<file path="config.mk">
export PLATFORM = sky130hd
export DESIGN_NAME = cf_fft_1024_8_lane_dist
export DESIGN_NICKNAME = d
export VERILOG_FILES = /design/src/rtl/cf_fft_pkg.sv /design/src/rtl/cf_fft_phase_ctr.sv /design/src/rtl/cf_fft_1024_8_lane_dist.sv
export SDC_FILE = /design/constraint.sdc
export NUM_CORES = 1
export LEC_CHECK = 0
export BUFFER_PORTS_ARGS = -buffer_cell sky130_fd_sc_hd__buf_4
export CAP_MARGIN = 20
export CELL_PAD_IN_SITES_DETAIL_PLACEMENT = 1
export CELL_PAD_IN_SITES_GLOBAL_PLACEMENT = 1
export CORE_AREA = 2 2 39 41
export DETAILED_ROUTE_END_ITERATION = 6
export DIE_AREA = 0 0 41 43
export PLACE_DENSITY_LB_ADDON = 0.2
export SLEW_MARGIN = 20
export SYNTH_ARGS = -nofsm -noshare
export SYNTH_HDL_FRONTEND = slang
export SYNTH_HIERARCHICAL = 1
export SYNTH_SLANG_ARGS = --single-unit
export TNS_END_PERCENT = 100
</file>
<file path="constraint.sdc">
create_clock -name clock_c -period 2.81 [get_ports clock_c]
set_input_delay 0.843 -clock clock_c [delete_from_list [all_inputs] [get_ports clock_c]]
set_output_delay 0.843 -clock clock_c [all_outputs]
set_load 0.02 [all_outputs]
</file>
<file path="src/rtl/cf_fft_pkg.sv">
// Shared phase encoding for the 1024-point 8-phase FFT lane distributor and selector.
// Latency: none (types, constants and a pure function only).
// Backpressure: not applicable.
package cf_fft_pkg;

  // 3-bit phase tag carried alongside the serial sample stream
  typedef logic [2:0] phase_t;

  // Phase-to-lane encoding, shared with the 4:1 selector so both sides decode alike
  localparam phase_t PH_FIRST = 3'b000;
  localparam phase_t PH_LANE3 = 3'b001;
  localparam phase_t PH_LANE2 = 3'b011;
  localparam phase_t PH_LANE1 = 3'b101;
  localparam phase_t PH_LAST  = 3'b111;

  typedef enum logic [1:0] {
    LANE0 = 2'd0,
    LANE1 = 2'd1,
    LANE2 = 2'd2,
    LANE3 = 2'd3
  } lane_sel_t;

  // Odd phases 1/3/5 have dedicated lanes; every other phase lands in lane 0,
  // so the phase-7 sample is the last one written there in a complete frame.
  function automatic lane_sel_t lane_of_phase(input phase_t p);
    lane_sel_t sel;
    case (p)
      PH_LANE3: sel = LANE3;
      PH_LANE2: sel = LANE2;
      PH_LANE1: sel = LANE1;
      default:  sel = LANE0;
    endcase
    return sel;
  endfunction

endpackage

</file>
<file path="src/rtl/cf_fft_phase_ctr.sv">
// 3-bit wrapping phase counter with enable and frame-start sync.
// Latency: phase updates one cycle after an enabled sample; p_eff is combinational.
// Backpressure: none; enable_i low simply freezes the count and masks sync_i.
module cf_fft_phase_ctr
  import cf_fft_pkg::*;
(
  input  logic   clock_c,
  input  logic   reset_i,
  input  logic   enable_i,
  input  logic   sync_i,
  output phase_t phase,
  output phase_t p_eff
);

  // A sync sample is phase 0 regardless of where the counter had got to
  assign p_eff = sync_i ? PH_FIRST : phase;

  // Advance past the current sample on enabled cycles; 7 wraps to 0 naturally
  always_ff @(posedge clock_c) begin
    if (reset_i) begin
      phase <= PH_FIRST;
    end else if (enable_i) begin
      phase <= p_eff + 3'd1;
    end
  end

endmodule

</file>
<file path="src/rtl/cf_fft_1024_8_lane_dist.sv">
// 1-to-4 lane distributor: serial phase-tagged samples captured into four lane registers.
// Latency: 1 cycle from enabled sample to lane register; valid_o with the phase-7 sample.
// Backpressure: none; valid_o is a one-cycle strobe, downstream must sample on it.
module cf_fft_1024_8_lane_dist
  import cf_fft_pkg::*;
#(
  parameter int WIDTH = 1
) (
  input  logic             clock_c,
  input  logic             reset_i,
  input  logic             enable_i,
  input  logic             sync_i,
  input  logic [WIDTH-1:0] data_i,
  output logic [2:0]       phase_o,
  output logic [WIDTH-1:0] lane0_o,
  output logic [WIDTH-1:0] lane1_o,
  output logic [WIDTH-1:0] lane2_o,
  output logic [WIDTH-1:0] lane3_o,
  output logic             valid_o
);

  phase_t    phase;
  phase_t    p_eff;
  lane_sel_t lane_sel;

  cf_fft_phase_ctr u_phase_ctr (
    .clock_c  (clock_c),
    .reset_i  (reset_i),
    .enable_i (enable_i),
    .sync_i   (sync_i),
    .phase    (phase),
    .p_eff    (p_eff)
  );

  assign phase_o  = phase;
  assign lane_sel = lane_of_phase(p_eff);

  // Write the enabled sample into the lane its phase selects; other lanes hold
  always_ff @(posedge clock_c) begin
    if (reset_i) begin
      lane0_o <= '0;
      lane1_o <= '0;
      lane2_o <= '0;
      lane3_o <= '0;
    end else if (enable_i) begin
      unique case (lane_sel)
        LANE0: lane0_o <= data_i;
        LANE1: lane1_o <= data_i;
        LANE2: lane2_o <= data_i;
        LANE3: lane3_o <= data_i;
      endcase
    end
  end

  // Strobe alongside the phase-7 write; a sync can never produce phase 7, so an
  // aborted frame never completes
  always_ff @(posedge clock_c) begin
    if (reset_i) begin
      valid_o <= 1'b0;
    end else begin
      valid_o <= enable_i && (p_eff == PH_LAST);
    end
  end

endmodule
</file>
==> results of run 1 <==
==> per-layer routing <==
metal  GRT usage (%)  vias to the layer above
li1                -                      169
met1            13.6                      154
met2            17.5                       10
met3            3.14                        2
met4            10.0                        0
met5               0                        -
==> cell families after synthesis <==
| kind of cell | synth area share [%] |
|---|---|
| multiplexers | 8.05 |
| flip-flops | 43.0 |
| AND/OR/NAND/NOR | 33.9 |
| AO/OA/AOI/OAI | 14.1 |
| buffers and inverters | 1.01 |
==> where the power goes <==
| group | leakage (nW) | switching (W) | internal [W] |
|---|---|---|---|
| combinational | 0.131 | 0.0000164 | 0.0000148 |
| sequential | 0.0650 | 0.00000307 | 0.000117 |
| clock | 0.0138 | 0.0000384 | 0.0000488 |
| total | 0.210 | 0.0000579 | 0.000180 |
==> cells in the final DEF, fill, tap and decap left out, drive strengths merged, types with 2 or more instances in the layout <==
cell / instances
clkbuf: 3
nand4b: 3
nor2b: 3
a21oi: 2
mux2i: 3
buf: 12
nand2b: 2
dfxtp: 8
nor2: 4
o21ai: 3
==> per-stage QoR <==
step                cell area [sq um]  total power (W)
global route                      505         0.000249
detailed placement                483         0.000154
global placement                  483         0.000152
CTS                               505         0.000243
floorplan                         373         0.000137
finish                            505         0.000238
==> area by class of cell <==
class | instances | area [sq um] | area share (%)
flip-flops and latches | 8 | 160 | 31.7
repair buffers | 12 | 90.1 | 17.8
multi-input cells | 29 | 209 | 41.3
well taps | 16 | 20.0 | 3.96
inverters | 1 | 3.75 | 0.743
clock buffers | 3 | 22.5 | 4.46
==> registers in the layout, summed over array words and instances, names as in the netlist <==
signal	count
lane0_o	1
lane1_o	1
lane2_o	1
lane3_o	1
u_phase_ctr/phase	3
valid_o	1
==> worst paths after layout <==
kind	slack, ns	from	to	cells after the start
setup / recovery	1.12	u_phase_ctr/phase[0]	phase_o[0]	1
setup reg to reg	1.55	u_phase_ctr/phase[0]	lane3_o	4
hold / removal	0.49	lane0_o	lane0_o	2
hold reg to reg	0.49	lane0_o	lane0_o	2
==> metrics.md, run 1 <==
| Metric | Value |
|---|---|
| Buf+Inv Stages, Crit Path | `1` |
| LEAKAGE | `0.210 nW` |
| Kind of cell adding the most delay to the critical path | `flip-flops` |
| GRT Util Overall | `a little under an eighth` |
| Max-slew violations | `0` |
| Largest net degree at the start of global routing | `12` |
| Initial Utilization | `between 20 and 30%` |
| Total Wirelength | `859 microns` |
| Sequential fraction of the synthesis area | `43.0%` |
| Slowest cell on crit path | `dfxtp_1` |
| Core Rows | `14` |
| Via count | `335` |
| Worst slew pin tran | `~0.30 ns` |
| Final worst path period need | `1.69 ns` |
| Post-route setup slack | `1.12 ns` |
| Final #Nets | `60` |
| Max clock buf depth | `2` |
| Max-Slew Margin vs Limit | `80.0%` |
| Post-CTS Repair Setup Buffers | `0` |
| Hold Path Class | `reg2reg` |
| Setup Skew | `0.00445 ns` |
| Clock-pin slew on the worst setup and hold paths | `roughly 0.060 ns` |
| Tcrit/Tclk final | `60.0%` |
| Final setup violation count | `0` |
| Startpoint types | `flip-flop` |
| # fillers | `166` |
| Final hold slack | `0.490 ns` |
| Hold Vio Cnt, Final | `0` |
| Routed wl met3 | `~55 microns` |
| RSZ-0062 raised after global routing | `no` |
| Initial DRC Count | `1` |
| Met2 Routed Length | `422 microns` |
| Maximum VDD drop | `243 uV` |
| Remaining global-route overflow | `0` |
| Crit. End Element | `output pin` |
| First-pass GRT wire length | `between 1 and 1.5 mm` |
| Syn Std Cell Area | `373 sq um` |
| Die height | `43 microns` |
| Distinct cells, synth | `21` |
| Placement Setup Slack | `0.969 ns` |
| Antenna-violating nets left | `0` |
| CP Max Fanout | `6` |
| Met1 wire length | `370 microns` |
| Register bit count reported by yosys | `8` |
| Initial antenna violation count | `0` |
| Post-synth EDFFs | `0` |
| Post-CTS sizing | `0` |
| Syn_nets | `43` |
| Max incr delay on CP | `~0.42 ns` |
| Htree depth | `1` |
| Placed insts | `66` |
| Peak Freq | `just under 0.6 GHz` |
| Syn avg cell area | `9.81 sq um` |
| Die Wd | `41 microns` |
| Vias in the first global route | `331` |
| Gp weighted congestion | `roughly 0.66` |
| Leading area contributor after synthesis | `dfxtp_1` |
| TritonRoute pass-1 iters | `2` |
| Top cells by count, synth | `dfxtp_1, nor2_1, mux2i_1, nand4b_1` |
| Fin Setup TNS | `0 ns` |
| Dpl hpwl | `638 microns` |
| Non-filler cells, final | `69` |
| Async S/R FF share, synth | `0%` |
| Top-count cell post-synth | `dfxtp_1` |
| CTS tree | `done` |
| Worst skew pair latency | `around 0.25 ns` |
| # DRC | `0` |
| CTS buffer count | `3` |
| Full die area | `1760 sq um` |
| Clk sink count | `8` |
| Post-Syn Instances | `38` |
| Clock Tree Root | `clkbuf_4` |
| Core area | `1380 sq um` |
| CP required | `1.97 ns` |
| Top Ports | `13` |
| N_diodes | `0` |
| Synth top area cells | `dfxtp_1, mux2i_1, nand4b_1` |
| IO Port Bufs | `12` |
| Final core occ | `between 30 and 40%` |
| Vias per std cell | `between 4 and 5` |
| Post-cts hold buffer count | `0` |
| Status | `completed` |
| Share of layout cells above drive strength 1 | `34.0%` |
| Drt wl/cell | `12.4 microns` |
| Critical-path cell list | `buf_4` |
| Pwr/cell area | `471 nW/um^2` |
| Syn-to-layout area delta | `35.6%` |
| Crit path kind | `reg2out` |
| Max-Cap Viols | `0` |
| Arrival @ worst endpoint | `0.84 ns` |
| Top FF cell, synth | `dfxtp_1` |
| Post-synth top area share | `43.0%` |
| Top routing layer used | `met4` |
| Syn. warnings | `6` |
No activity file was read; power rests on OpenSTA's default activity.
==> run 2: changes to the inputs <==
==> constraint.sdc (replaced) <==
create_clock -name clock_c -period 1.4 [get_ports clock_c]
set_input_delay 0.42 -clock clock_c [delete_from_list [all_inputs] [get_ports clock_c]]
set_output_delay 0.42 -clock clock_c [all_outputs]
set_load 0.02 [all_outputs]
==> metrics.md, run 2 (synthesis results as in run 1) <==
| Metric | Value |
|---|---|
| Maximum VDD drop | `322 uV (+33%)` |
| Worst Hold Endpoint | `u_phase_ctr/phase[0]` |
| Core Rows | `14 (unchanged)` |
| Setup Skew | `0.00259 ns (-0.00187 ns)` |
| Tcrit/Tclk final | `92.8%` |
| CTS tree | `done` |
| HP Start | `reset_i` |
| Final setup violation count | `0 (unchanged)` |
| Reg-to-reg startpoint | `u_phase_ctr/phase[2]` |
| N_diodes | `0 (unchanged)` |
| TritonRoute pass-1 iters | `2 (unchanged)` |
| Gp weighted congestion | `0.642 (-2.5%)` |
| Final #Nets | `61 (+1.7%)` |
| Post-CTS sizing | `0 (unchanged)` |
| Peak Freq | `a little under 0.8 GHz` |
| Dpl hpwl | `749 microns (+17%)` |
| Crit. End Element | `flip-flop` |
| CP Max Fanout | `5 (-1)` |
| Htree depth | `1 (unchanged)` |
| Most common cell after layout, fill and taps aside | `buf_4` |
| Worst skew pair latency | `0.26 ns (about the same)` |
| Placement Setup Slack | `-0.0341 ns (-1.00 ns)` |
| Largest net degree at the start of global routing | `12 (unchanged)` |
| Post-cts hold buffer count | `0 (unchanged)` |
| Crit path kind | `reg2reg` |
| Antenna-violating nets left | `0 (unchanged)` |
| Arrival @ worst endpoint | `1.45 ns (+0.61 ns)` |
| Share of layout cells above drive strength 1 | `35.2% (+1.2 points)` |
| CP required | `1.55 ns (-0.42 ns)` |
| LEAKAGE | `0.215 nW (+2.4%)` |
| Drt wl/cell | `14.1 microns (+13%)` |
| Via count | `352 (+5.1%)` |
| Post-route setup slack | `0.100 ns (-1.02 ns)` |
| IO Port Bufs | `12 (unchanged)` |
| Hold depth | `2 (unchanged)` |
| # DRC | `0 (unchanged)` |
| Core area | `1380 sq um (unchanged)` |
| Final worst path period need | `1.30 ns` |
| # fillers | `172 (+3.6%)` |
| Startpoint types | `flip-flop` |
| Die height | `43 microns (unchanged)` |
| Reg-to-reg slack, setup | `0.10 ns (-1.45 ns)` |
| GRT Util Overall | `14.1% (+2.1 points)` |
| First-pass GRT wire length | `1.61 mm (+17%)` |
| Clock-pin slew on the worst setup and hold paths | `0.05 ns (about the same)` |
| Final hold slack | `0.390 ns (-0.0998 ns)` |
| Max reg flops | `3 (unchanged)` |
| Max-Cap Viols | `0 (unchanged)` |
| Full die area | `1760 sq um (unchanged)` |
| Max-slew violations | `0 (unchanged)` |
| Clock Tree Root | `clkbuf_4` |
| Worst slew pin tran | `0.356 ns (+0.0575 ns)` |
| Syn-to-layout area delta | `37.6%` |
| Vias per std cell | `5.03 (+3.6%)` |
| RSZ-0062 raised after global routing | `no` |
| Hold Path Class | `in2reg` |
| Status | `completed` |
| Top Ports | `13 (unchanged)` |
| Die Wd | `41 microns (unchanged)` |
| Post-CTS Repair Setup Buffers | `0 (unchanged)` |
| Vias in the first global route | `378 (+14%)` |
| Initial antenna violation count | `0 (unchanged)` |
| Max clock buf depth | `2 (unchanged)` |
| Total Wirelength | `985 microns (+15%)` |
| Clk sink count | `8 (unchanged)` |
| Initial Utilization | `26.9% (unchanged)` |
| Hold Vio Cnt, Final | `0 (unchanged)` |
| CTS buffer count | `3 (unchanged)` |
| Remaining global-route overflow | `0 (unchanged)` |
| Most frequent cells in the layout | `buf_4, dfxtp_1, nor2_1` |
| Initial DRC Count | `2 (+1)` |
| R2r worst-path depth | `4 (unchanged)` |
| Largest Register | `u_phase_ctr/phase` |
| Max-Slew Margin vs Limit | `76.2% (-3.8 points)` |
| Pwr/cell area | `952 nW/um^2 (+100%)` |
| Worst r2r dst | `lane3_o` |
==> run 2: layout make-up <==
| type | count | area (sq um) | area share [%] |
|---|---|---|---|
| multi-input combinational | 29 | 209 | 40.7 |
| sequential | 8 | 160 | 31.2 |
| inverter | 1 | 3.75 | 0.732 |
| clock buffer | 3 | 22.5 | 4.39 |
| tap | 16 | 20.0 | 3.90 |
| timing repair buffer | 13 | 97.6 | 19.0 |
==> run 2: where the power goes <==
part | switching (W) | internal, W
Sequential | 0.00000435 | 0.000234
Clock | 0.0000819 | 0.0000983
Combinational | 0.0000372 | 0.0000325
Total | 0.000123 | 0.000365
==> run 2: how the worst max path moves through the flow <==
stage                          from          to  slack, ns  cells past startpoint
3_3_place_gp                 sync_i     lane0_o     -0.008                      5
2_1_floorplan  u_phase_ctr/phase[0]     lane3_o       0.11                      4
4_1_cts        u_phase_ctr/phase[0]  phase_o[0]       0.09                      2
6_report       u_phase_ctr/phase[2]     lane3_o       0.10                      4
3_5_place_dp                 sync_i     lane3_o      -0.03                      5
5_1_grt        u_phase_ctr/phase[2]     lane0_o       0.03                      4
==> run 2: critical path, cell delays in order, from the launching register on <==
cell      delay, ns
dfxtp_1        0.36
nor2b_1        0.35
and4bb_1       0.27
mux2i_1        0.16
nor2_1         0.05
==> run 2: layer usage <==
layer	track usage, %	vias up	part of all wire, %	wire length, microns
li1	-	170	-	-
met1	15.2	166	41	401
met2	21.3	12	50	493
met3	3.66	4	6.8	67
met4	12.0	0	2.3	23
met5	0	-	0	0
==> run 2: per-stage QoR <==
| stage | std cells | TNS, ns | power, W | cell area [sq um] | util [%] |
|---|---|---|---|---|---|
| after floorplan | 38 | 0 | 0.000275 | 373 | - |
| after global placement | 67 | -0.00845 | 0.000309 | 490 | 35.4 |
| after detailed placement | 67 | -0.0650 | 0.000314 | 490 | 35.4 |
| after CTS | 70 | 0 | 0.000497 | 513 | 37.1 |
| after global routing | 70 | 0 | 0.000519 | 513 | 37.1 |
| final | 70 | 0 | 0.000488 | 513 | 37.1 |
==> run 3: changes to the inputs <==
--- a/config.mk
+++ b/config.mk
@@ -5,7 +5,7 @@
 export SDC_FILE = /design/constraint.sdc
 export NUM_CORES = 1
 export LEC_CHECK = 0
-export BUFFER_PORTS_ARGS = -buffer_cell sky130_fd_sc_hd__buf_4
+export BUFFER_PORTS_ARGS = -buffer_cell sky130_fd_sc_hd__buf_2
 export CAP_MARGIN = 20
 export CELL_PAD_IN_SITES_DETAIL_PLACEMENT = 1
 export CELL_PAD_IN_SITES_GLOBAL_PLACEMENT = 1
==> metrics.md, run 3 (synthesis results as in run 1) <==
| Metric | Value |
|---|---|
| Status | `completed` |
| Dpl hpwl | `592 microns (-21%)` |
| Vias per std cell | `4.72 (-6.1%)` |
| Syn-to-layout area delta | `33.6%` |
| Initial antenna violation count | `0 (unchanged)` |
| # DRC | `0 (unchanged)` |
| Worst slew pin tran | `0.273 ns (-0.0832 ns)` |
| Max clock buf depth | `2 (unchanged)` |
| Post-CTS sizing | `0 (unchanged)` |
| Core area | `1380 sq um (unchanged)` |
| Tcrit/Tclk final | `92.3% (-0.50 points)` |
| Met2 Routed Length | `324 microns (-34%)` |
| Via count | `340 (-3.4%)` |
| Startpoint types | `flip-flop` |
| Clock-pin slew on the worst setup and hold paths | `0.06 ns (about the same)` |
| First-pass GRT wire length | `1.28 mm (-21%)` |
| Peak Freq | `0.774 GHz (+0.55%)` |
| Vias in the first global route | `314 (-17%)` |
| Hold Path Class | `in2reg` |
| Reg-to-reg slack, setup | `0.19 ns (+0.09 ns)` |
| Largest net degree at the start of global routing | `12 (unchanged)` |
| Share of layout cells above drive strength 1 | `37.5% (+2.3 points)` |
| IO Port Bufs | `12 (unchanged)` |
| Setup Skew | `0.00237 ns (-0.000218 ns)` |
| Worst r2r dst | `lane0_o` |
| RSZ-0062 raised after global routing | `no` |
| Logic pwr share | `13.4% (-0.9 points)` |
| Final setup violation count | `0 (unchanged)` |
| Maximum VDD drop | `412 uV (+28%)` |
| Max-slew violations | `0 (unchanged)` |
| Pint | `0.000360 W (-1.2%)` |
| CTS tree | `done` |
| Largest Register | `u_phase_ctr/phase` |
| Total Wirelength | `802 microns (-19%)` |
| Routed wl met3 | `58 microns (-13%)` |
| Post-route setup slack | `0.107 ns (+0.00706 ns)` |
| CP required | `0.98 ns (-0.57 ns)` |
| Worst Hold Endpoint | `lane3_o` |
| Sequential power share | `49.7% (+0.9 points)` |
| Core Rows | `14 (unchanged)` |
| Crit. End Element | `output pin` |
| Worst skew pair latency | `0.25 ns (about the same)` |
| Placed insts | `69 (+3.0%)` |
| Clock Tree Root | `clkbuf_4` |
| Switch Pwr | `0.000117 W (-5.0%)` |
| Most common cell after layout, fill and taps aside | `buf_2` |
| Crit path kind | `reg2out` |
| Most frequent cells in the layout | `buf_2, dfxtp_1, nor2_1` |
| Max-Cap Viols | `0 (unchanged)` |
| Hold depth | `3 (+1)` |
| Max reg flops | `3 (unchanged)` |
| Final #Nets | `63 (+3.3%)` |
| LEAKAGE | `0.222 nW (+3.4%)` |
| Full die area | `1760 sq um (unchanged)` |
| Tot Pwr | `0.000478 W (-2.2%)` |
| GRT Util Overall | `11.2% (-2.9 points)` |
| Clk sink count | `8 (unchanged)` |
| Post-cts hold buffer count | `0 (unchanged)` |
| Htree depth | `1 (unchanged)` |
| Pwr/cell area | `959 nW/um^2 (+0.74%)` |
| R2r worst-path depth | `4 (unchanged)` |
| Max-Slew Margin vs Limit | `81.8% (+5.6 points)` |
| Gp weighted congestion | `0.586 (-8.8%)` |
| CP Max Fanout | `5 (unchanged)` |
| Final worst path period need | `1.29 ns (-0.00706 ns)` |
| Die Wd | `41 microns (unchanged)` |
| Top Ports | `13 (unchanged)` |
| Reg-to-reg startpoint | `u_phase_ctr/phase[2]` |
| Antenna-violating nets left | `0 (unchanged)` |
| Initial DRC Count | `1 (-1)` |
| CTS buffer count | `3 (unchanged)` |
| Initial Utilization | `26.9% (unchanged)` |
| Placement Setup Slack | `0.00750 ns (+0.0416 ns)` |
| Clock power frac | `36.9% (about the same)` |
| Non-filler cells, final | `72 (+2.9%)` |
| HP Start | `data_i` |
| Drt wl/cell | `11.1 microns (-21%)` |
| Die height | `43 microns (unchanged)` |
| Met1 wire length | `408 microns (+1.7%)` |
| N_diodes | `0 (unchanged)` |
| Arrival @ worst endpoint | `0.87 ns (-0.58 ns)` |
| Top routing layer used | `met4` |
| Hold Vio Cnt, Final | `0 (unchanged)` |
| TritonRoute pass-1 iters | `2 (unchanged)` |
| Post-CTS Repair Setup Buffers | `0 (unchanged)` |
| Sw Ratio | `24.5% (-0.73 points)` |
| Remaining global-route overflow | `0 (unchanged)` |
## run 3: cell count changes in the layout (fill, tap and decap cells not counted), sizes merged
cell / before / now
buf: 13 / 15
## run 3: routing by layer
layer / track usage (%) / vias up
li1: - / 174
met1: 14.9 / 154
met2: 13.8 / 10
met3: 3.14 / 2
met4: 10.0 / 0
met5: 0 / -
## run 3: stage by stage
stage	TNS, ns	area [sq um]	utilization [%]	hold WS (ns)
after global routing	0	498	36.0	0.467
after floorplan	0	373	-	0.485
after CTS	0	498	36.0	0.439
after global placement	-0.0128	475	34.4	0.465
final	0	498	36.0	0.438
after detailed placement	0	475	34.4	0.473
## run 3: worst max-delay path by stage
stage          depth (start not counted)          to  slack, ns                 start
5_1_grt                                2  phase_o[0]       0.04  u_phase_ctr/phase[0]
6_report                               2  phase_o[0]       0.11  u_phase_ctr/phase[0]
4_1_cts                                2  phase_o[0]       0.09  u_phase_ctr/phase[0]
3_3_place_gp                           5     lane0_o      -0.01                sync_i
3_5_place_dp                           5     lane0_o      0.008                sync_i
2_1_floorplan                          4     lane3_o       0.11  u_phase_ctr/phase[0]
## run 3: layout make-up
| type | count | area (sq um) |
|---|---|---|
| inverters | 1 | 3.75 |
| flip-flops and latches | 8 | 160 |
| multi-input cells | 29 | 209 |
| well taps | 16 | 20.0 |
| clock buffers | 3 | 22.5 |
| fillers | 179 | 886 |
| repair buffers | 15 | 82.6 |
## run 3: worst max-delay path, cell delays in order, from the launching register on
cell,delay [ns]
dfxtp_1,0.33
buf_4,0.14
buf_2,0.16
## run 3: power groups by stage
stage               Sequential, W  Clock [W]  Combinational (W)
floorplan                0.000252          0          0.0000235
detailed placement       0.000243          0          0.0000645
global placement         0.000243          0          0.0000646
CTS                      0.000238   0.000185          0.0000648
finish                   0.000238   0.000176          0.0000640
global route             0.000239   0.000196          0.0000712
